File: src/rtl/flitzip_pkg.sv
// Shared constants and types for the FlitZip compressor arbiter.
// State encoding for the wormhole lock FSM.
package flitzip_pkg;

  localparam int FLIT_W = 128;
  localparam int EN_W   = 3;

  typedef enum logic {
    IDLE,
    LOCKED
  } state_t;

endpackage

File: src/rtl/rr_arbiter.sv
// Combinational rotate-priority arbiter.
// Grants the first request at or after ptr, wrapping at N.
module rr_arbiter #(
  parameter  int N     = 4,
  localparam int PTR_W = $clog2(N)
) (
  input  logic [N-1:0]     req,
  input  logic [PTR_W-1:0] ptr,
  output logic [N-1:0]     grant,
  output logic [PTR_W-1:0] idx,
  output logic             any
);

  logic [PTR_W:0] s;

  always_comb begin
    grant = '0;
    idx   = '0;
    any   = 1'b0;
    s     = '0;
    for (int k = 0; k < N; k++) begin
      s = {1'b0, ptr} + (PTR_W+1)'(k);
      if (s >= (PTR_W+1)'(N))
        s = s - (PTR_W+1)'(N);
      if (!any && req[s[PTR_W-1:0]]) begin
        any                   = 1'b1;
        idx                   = s[PTR_W-1:0];
        grant[s[PTR_W-1:0]]   = 1'b1;
      end
    end
  end

endmodule

File: src/rtl/flit_comp_arbiter.sv
// Shares one flit compressor between N_PORTS wormhole input ports.
// Head flits arbitrate round-robin; the winner holds the lock to its tail.
module flit_comp_arbiter #(
  parameter  int N_PORTS = 4,
  parameter  int FLIT_W  = flitzip_pkg::FLIT_W,
  parameter  int EN_W    = flitzip_pkg::EN_W,
  localparam int PTR_W   = $clog2(N_PORTS)
) (
  input  logic                      clk,
  input  logic                      rst,
  input  logic [N_PORTS-1:0]        req_valid,
  input  logic [N_PORTS*FLIT_W-1:0] req_flit,
  input  logic [N_PORTS-1:0]        req_head,
  input  logic [N_PORTS-1:0]        req_tail,
  output logic [N_PORTS-1:0]        req_ready,
  output logic [FLIT_W-1:0]         comp_data,
  output logic                      comp_is_head,
  input  logic [EN_W-1:0]           comp_en,
  input  logic [FLIT_W-1:0]         comp_flit,
  output logic                      out_valid,
  output logic [FLIT_W-1:0]         out_flit,
  output logic [EN_W-1:0]           out_en,
  output logic [PTR_W-1:0]          out_port,
  output logic                      out_tail,
  input  logic                      out_ready
);

  import flitzip_pkg::*;

  state_t             state_q;
  state_t             state_d;
  logic [PTR_W-1:0]   rr_ptr;
  logic [PTR_W-1:0]   owner;
  logic [PTR_W-1:0]   grant_idx;
  logic [PTR_W-1:0]   sel_idx;
  logic [PTR_W-1:0]   ptr_inc;
  logic [N_PORTS-1:0] cand;
  logic [N_PORTS-1:0] grant_oh;
  logic               any_cand;
  logic               adv;
  logic               sel_vld;
  logic               acc;

  assign cand = req_valid & req_head;
  assign adv  = !out_valid | out_ready;

  rr_arbiter #(.N(N_PORTS)) u_arb (
    .req   (cand),
    .ptr   (rr_ptr),
    .grant (grant_oh),
    .idx   (grant_idx),
    .any   (any_cand)
  );

  // A head seen while locked is passed through as a body flit.
  always_comb begin
    state_d      = state_q;
    sel_idx      = owner;
    sel_vld      = 1'b0;
    comp_is_head = 1'b0;
    unique case (state_q)
      IDLE: begin
        sel_idx      = grant_idx;
        sel_vld      = any_cand;
        comp_is_head = any_cand;
        if (any_cand && adv && !req_tail[grant_idx])
          state_d = LOCKED;
      end
      LOCKED: begin
        sel_idx = owner;
        sel_vld = req_valid[owner];
        if (req_valid[owner] && adv && req_tail[owner])
          state_d = IDLE;
      end
      default: state_d = IDLE;
    endcase
  end

  assign acc = sel_vld & adv;

  always_comb begin
    req_ready = '0;
    if (acc && !rst)
      req_ready[sel_idx] = 1'b1;
  end

  assign comp_data = sel_vld ?
    req_flit[sel_idx*FLIT_W +: FLIT_W] : '0;

  assign ptr_inc = (sel_idx == PTR_W'(N_PORTS-1)) ?
    '0 : sel_idx + 1'b1;

  always_ff @(posedge clk) begin
    if (rst) begin
      state_q   <= IDLE;
      rr_ptr    <= '0;
      owner     <= '0;
      out_valid <= 1'b0;
      out_flit  <= '0;
      out_en    <= '0;
      out_port  <= '0;
      out_tail  <= 1'b0;
    end else begin
      state_q <= state_d;
      if (acc && state_q == IDLE) begin
        rr_ptr <= ptr_inc;
        owner  <= sel_idx;
      end
      if (acc) begin
        out_valid <= 1'b1;
        out_flit  <= comp_flit;
        out_en    <= comp_en;
        out_port  <= sel_idx;
        out_tail  <= req_tail[sel_idx];
      end else if (out_ready) begin
        out_valid <= 1'b0;
      end
    end
  end

endmodule

File: config.mk
export PLATFORM = sky130hd
export DESIGN_NAME = flit_comp_arbiter
export DESIGN_NICKNAME = d
export VERILOG_FILES = /design/src/rtl/flitzip_pkg.sv /design/src/rtl/rr_arbiter.sv /design/src/rtl/flit_comp_arbiter.sv
export SDC_FILE = /design/constraint.sdc
export NUM_CORES = 1
export LEC_CHECK = 0
export CORE_AREA = 2 2 364 366
export DETAILED_ROUTE_END_ITERATION = 12
export DIE_AREA = 0 0 366 368
export PLACE_DENSITY_LB_ADDON = 0.15
export SLEW_MARGIN = 20
export SYNTH_ARGS = -nofsm -noshare
export SYNTH_HDL_FRONTEND = slang
export SYNTH_HIERARCHICAL = 1
export SYNTH_SLANG_ARGS = --single-unit
File: constraint.sdc
create_clock -name clk -period 7.75 [get_ports clk]
set_input_delay 1.55 -clock clk [delete_from_list [all_inputs] [get_ports clk]]
set_output_delay 1.55 -clock clk [all_outputs]
set_load 0.01 [all_outputs]
Word level (Yosys, flattened, before mapping) --
Index checks and enable logic that the tools add are counted.
Word-level totals: register bits after elaboration 140, latch bits 0, bits in writable memories 0, bits in read-only memories 0, bits of input ports 658, output and inout port bits 268, logic and storage cells 92, memories kept 0
Operators by class: add/subtract/negate cells 8, multiply operators 0, divide/modulo/power cells 0, order comparisons 12, eq/ne operators 1, shift-type cells 1, multiplexer cells 41, bitwise logic cells 4, reduce and logical (&&, ||, !) cells 17
Operators with widths (count):
- variable part select 512 x 10 -> 128 bit | 1
- two-way mux 128 bit | 1
- less-than comparator 2 x 3 -> 1 bit, second input constant | 7
- two-way mux 1 bit | 18
- two-way mux 2 bit | 9
- binary-select mux 1 bit (select 2 bit) | 8
- logical AND 1 bit | 10
- >= comparator 3 bit, second input constant | 3
- subtractor 2 x 1 -> 2 bit, second input constant | 4
- adder 2 x 2 -> 3 bit, second input constant | 2
- logical NOT 1 bit | 6
- AND 4 bit | 1
- two-way mux 4 bit | 1
- case mux 1 bit (2 select lines) | 2
- case mux 2 bit (2 select lines) | 1
- adder 2 x 1 -> 3 bit, second input constant | 1
- >= comparator 2 x 3 -> 1 bit, second input constant | 1
- adder 2 x 1 -> 2 bit, second input constant | 1
- demux 1 bit (select 2 bit) | 1
- equality test 2 bit, second input constant | 1
- >= comparator 2 x 1 -> 1 bit, second input constant | 1
- nonzero test 2 bit | 1
- AND 1 bit | 1
- inverter 1 bit | 1
- OR 1 bit | 1

Depth between registers and ports, before layout --
depth after elaboration 20, depth in mapped cells 16, depth with buffers taken out 12

Modules after synthesis --
Netlist, hierarchy kept.
Modules (own cells, without submodules):
- flit_comp_arbiter | instances 1, cells an instance 958, area an instance 9490.4 µm², sequential area each 2802.7 µm²
- rr_arbiter | instances 1, cells an instance 45, area an instance 421.7 µm², sequential area each 0.0 µm²

Least setup slack after synthesis --
No wires, ideal clock.
path type input port to output port, start point input port req_head[3], end point output port comp_data[100], data arrival time 4227 ps, required time 6200 ps, path slack 1973 ps, stages 10, path buffers 3, path through and2_1 mux4_2 clkbuf_1 o31ai_1 mux2i_4 inv_2 buf_6 buf_6 mux4_2 and2_1
On the way: cells in the longest elaborated chain, start to end 16, elaborated cells on any way between the ends 27, those cells by class shift: 1; mux: 19; bitwise: 1; reduce/logical: 6
RTL lines:
- from (decl) | RTL line flit_comp_arbiter.sv:13 | input logic [N_PORTS-1:0] req_head,
- AND 4 bit (*) | RTL line flit_comp_arbiter.sv:44 | assign cand = req_valid & req_head;
- binary-select mux 1 bit (select 2 bit) | RTL line rr_arbiter.sv:25 | if (!any && req[s[PTR_W-1:0]]) begin
- two-way mux 1 bit (not written as such) | RTL line rr_arbiter.sv:25
- two-way mux 1 bit | RTL line rr_arbiter.sv:25
- logical NOT 1 bit | RTL line rr_arbiter.sv:25
- logical AND 1 bit | RTL line rr_arbiter.sv:25
- two-way mux 1 bit | RTL line rr_arbiter.sv:25
- logical NOT 1 bit | RTL line rr_arbiter.sv:25
- logical AND 1 bit | RTL line rr_arbiter.sv:25
- two-way mux 1 bit | RTL line rr_arbiter.sv:25
- logical NOT 1 bit | RTL line rr_arbiter.sv:25
- logical AND 1 bit | RTL line rr_arbiter.sv:25
- two-way mux 2 bit (*) | RTL line rr_arbiter.sv:25
- net grant_idx[0] | RTL line flit_comp_arbiter.sv:34 | logic [PTR_W-1:0] grant_idx;
- case mux 2 bit (2 select lines) (*) | RTL line flit_comp_arbiter.sv:61 | unique case (state_q)
- variable part select 512 x 10 -> 128 bit (*) | RTL line flit_comp_arbiter.sv:88 | req_flit[sel_idx*FLIT_W +: FLIT_W] : '0;
- two-way mux 128 bit (*) | RTL line flit_comp_arbiter.sv:87 | assign comp_data = sel_vld ?
- to (decl) | RTL line flit_comp_arbiter.sv:16 | output logic [FLIT_W-1:0] comp_data,
Mark *: on every way through the listed nets, which the timed path passes. The rest lies on a longest branch. The select of a mux whose other input is x is not followed.

Worst setup path in the final report --
start point input port req_head[0], end point output port comp_data[26]
On the way: cells in the longest elaborated chain, start to end 16, elaborated cells on any way between the ends 27, those cells by class shift: 1; mux: 19; bitwise: 1; reduce/logical: 6
RTL lines:
- AND 4 bit (*) | RTL line flit_comp_arbiter.sv:44
- net cand[0] | RTL line flit_comp_arbiter.sv:37 | logic [N_PORTS-1:0] cand;
- binary-select mux 1 bit (select 2 bit) | RTL line rr_arbiter.sv:25
- two-way mux 1 bit (not written as such) | RTL line rr_arbiter.sv:25
- two-way mux 1 bit | RTL line rr_arbiter.sv:25
- logical NOT 1 bit | RTL line rr_arbiter.sv:25
- logical AND 1 bit | RTL line rr_arbiter.sv:25
- two-way mux 1 bit | RTL line rr_arbiter.sv:25
- [2 not listed]
- two-way mux 1 bit | RTL line rr_arbiter.sv:25
- logical NOT 1 bit | RTL line rr_arbiter.sv:25
- logical AND 1 bit | RTL line rr_arbiter.sv:25
- two-way mux 2 bit (*) | RTL line rr_arbiter.sv:25
- net grant_idx[0] | RTL line flit_comp_arbiter.sv:34
- case mux 2 bit (2 select lines) (*) | RTL line flit_comp_arbiter.sv:61
- variable part select 512 x 10 -> 128 bit (*) | RTL line flit_comp_arbiter.sv:88
- two-way mux 128 bit (*) | RTL line flit_comp_arbiter.sv:87
Marked as above.

==> qor.yml <==
fin_nets: 2500
io_pins: 926
first_pass_iters: 5
arrival_ns: 5.64
port-buffer-count: 925
placed_area_um2: 20900
post_drt_wl_per_cell_um: 31.5
final_area_um2: 21600
powerDensity_nw_per_um2: 392
std_cell_rows: 133
clock-sinks: 140
cts_buffers: 17
fmaxAchievable_mhz: 139
placed_cells: 3573
fin_crit_ns: 7.19
start_kind: "input pin"
num_vias: 13034
start_util_pct: 7.48
cts-root-buf: "clkbuf_16"
required_ns: 6.20
path_depth: 13
post_cts_resized: 0
skew_ns: 0.0292
maxCapViolCount: 0
antenna_found_initial: 152
cts_hold_buf: 0
syn_area_per_cell_um2: 9.91
grt_pass1_wl_um: 145000
ys_warn_count: 6
multi_input_area_um2: 6340
status: "finished, final reports clean"
cts_tree: "done"
drv_slew: 0
crit_path_max_fanout: 18
cts.clk_slew.worst_paths_ns: 0.07
cpLargestDelayFamily: "buffers and inverters"
vias_per_cell: 3.57
grt.total_usage_pct: 16.5
synth_fp_nets: 1650
area_delta_synth_final_pct: 121
grt_pass1_vias: 13427
crit_type: "in2out"
drtIter0Drc: 755
die_w_um: 366
drcViolationCount: 0
drive_above_1_share_pct: 11.1
htree_levels: 4
wirelength_um: 115000
cp-end-kind: "output port"
p_total_mw: 8.47
irDropWorstVdd_mv: 0.206
dieArea_um2: 135000
slew-limit-headroom_pct: 37.8
fin_cells: 3646
r2r_cells: 11
coreArea_um2: 131000
cts_max_path_buffers: 2
fill_cells: 14775
post_cts_buffers: 0
drtAntennaViolNets: 0
regArea_um2: 2800
grt_max_degree: 84
postSynthCellCount: 987
worstSkewPairLatency_ns: 0.52
path_cells: "clkdlybuf4s50_1 > and2_1 > mux4_1 > and2b_2 > o21ai_0 > o31ai_1 > buf_4 > mux2i_4 > inv_8 > buf_4 > mux4_2 > and2_1 > clkdlybuf4s50_1"
min_path_type: "reg2reg"
path_buf_inv: 5
hpwl_um: 100000
gp_congestion: 0.936
setup_viol: 0
cp_slowest_cell: "mux4_1"
grt.overflow.total: 0
p_leak_nw: 7.00
hold_depth: 2
critPathMaxStageDelay_ns: 0.67
grt_setup_unrepaired: "false"
finalHoldViolations: 0
worst_pin_slew_ns: 0.933
die_h_um: 368
fin_crit_sh_pct: 92.8
final.setup.tns_ns: 0
synth_area_um2: 9780
==> routing by layer <==
metal	GRT usage (%)	wire length (um)	vias to the layer above
li1	-	-	5461
met1	14.2	34700	6420
met2	32.4	62700	800
met3	6.81	10200	311
met4	7.73	6910	42
met5	0	262	-
==> tightest hold or removal path: stages, from the launching register on <==
cell	delay, ns
dfxtp_1	0.31
o21ai_0	0.06
a21oi_1	0.06
==> layout make-up <==
| type | count | area share, % |
|---|---|---|
| multi-input combinational | 720 | 29.3 |
| inverter | 5 | 0.145 |
| timing repair buffer | 953 | 44.2 |
| tap | 1755 | 10.2 |
| clock buffer | 20 | 2.11 |
| antenna | 41 | 0.475 |
| clock inverter | 12 | 0.573 |
| sequential | 140 | 13.0 |
==> placed cells by master (no fill, tap or decap), types with 2 or more instances in the layout <==
cell,instances
mux2i_1,6
a211oi_1,5
nor2_1,9
clkdlybuf4s50_1,923
o21ai_0,132
dfxtp_1,140
mux4_2,133
ha_1,5
mux2i_4,2
nand2b_1,4
and2_1,137
inv_1,3
clkbuf_16,17
nand3_1,132
mux4_1,2
a21oi_1,135
diode_2,41
clkbuf_8,2
buf_12,8
inv_8,2
inv_6,6
buf_4,22
nor2b_1,2
clkinv_4,3
nor3_1,2
==> flip-flops by register name (all words and copies together), names as in the netlist <==
name       flops
out_en         3
out_flit     128
out_port       2
out_tail       1
out_valid      1
owner          2
rr_ptr         2
state_q        1
==> per-stage QoR <==
stage               worst slack [ns]  util [%]  hold WS (ns)
floorplan                       1.99         -         0.484
global placement               0.495      16.0         0.460
detailed placement             0.585      16.0         0.467
CTS                            0.539      16.5         0.477
global route                   0.360      16.5         0.495
finish                         0.561      16.5         0.475
==> power by group <==
group	internal (mW)	switching (mW)
clock network	0.465	0.400
logic	3.32	3.15
registers	0.991	0.155
total	4.77	3.70
==> worst paths after layout <==
kind / start / end / slack [ns]
worst max register to register: rr_ptr[0] / out_flit[74] / 3.55
worst min-delay path: out_flit[46] / out_flit[46] / 0.48
worst min register to register: out_flit[46] / out_flit[46] / 0.48
worst max-delay path: req_head[0] / comp_data[26] / 0.56
No activity file was read; power rests on OpenSTA's default activity.
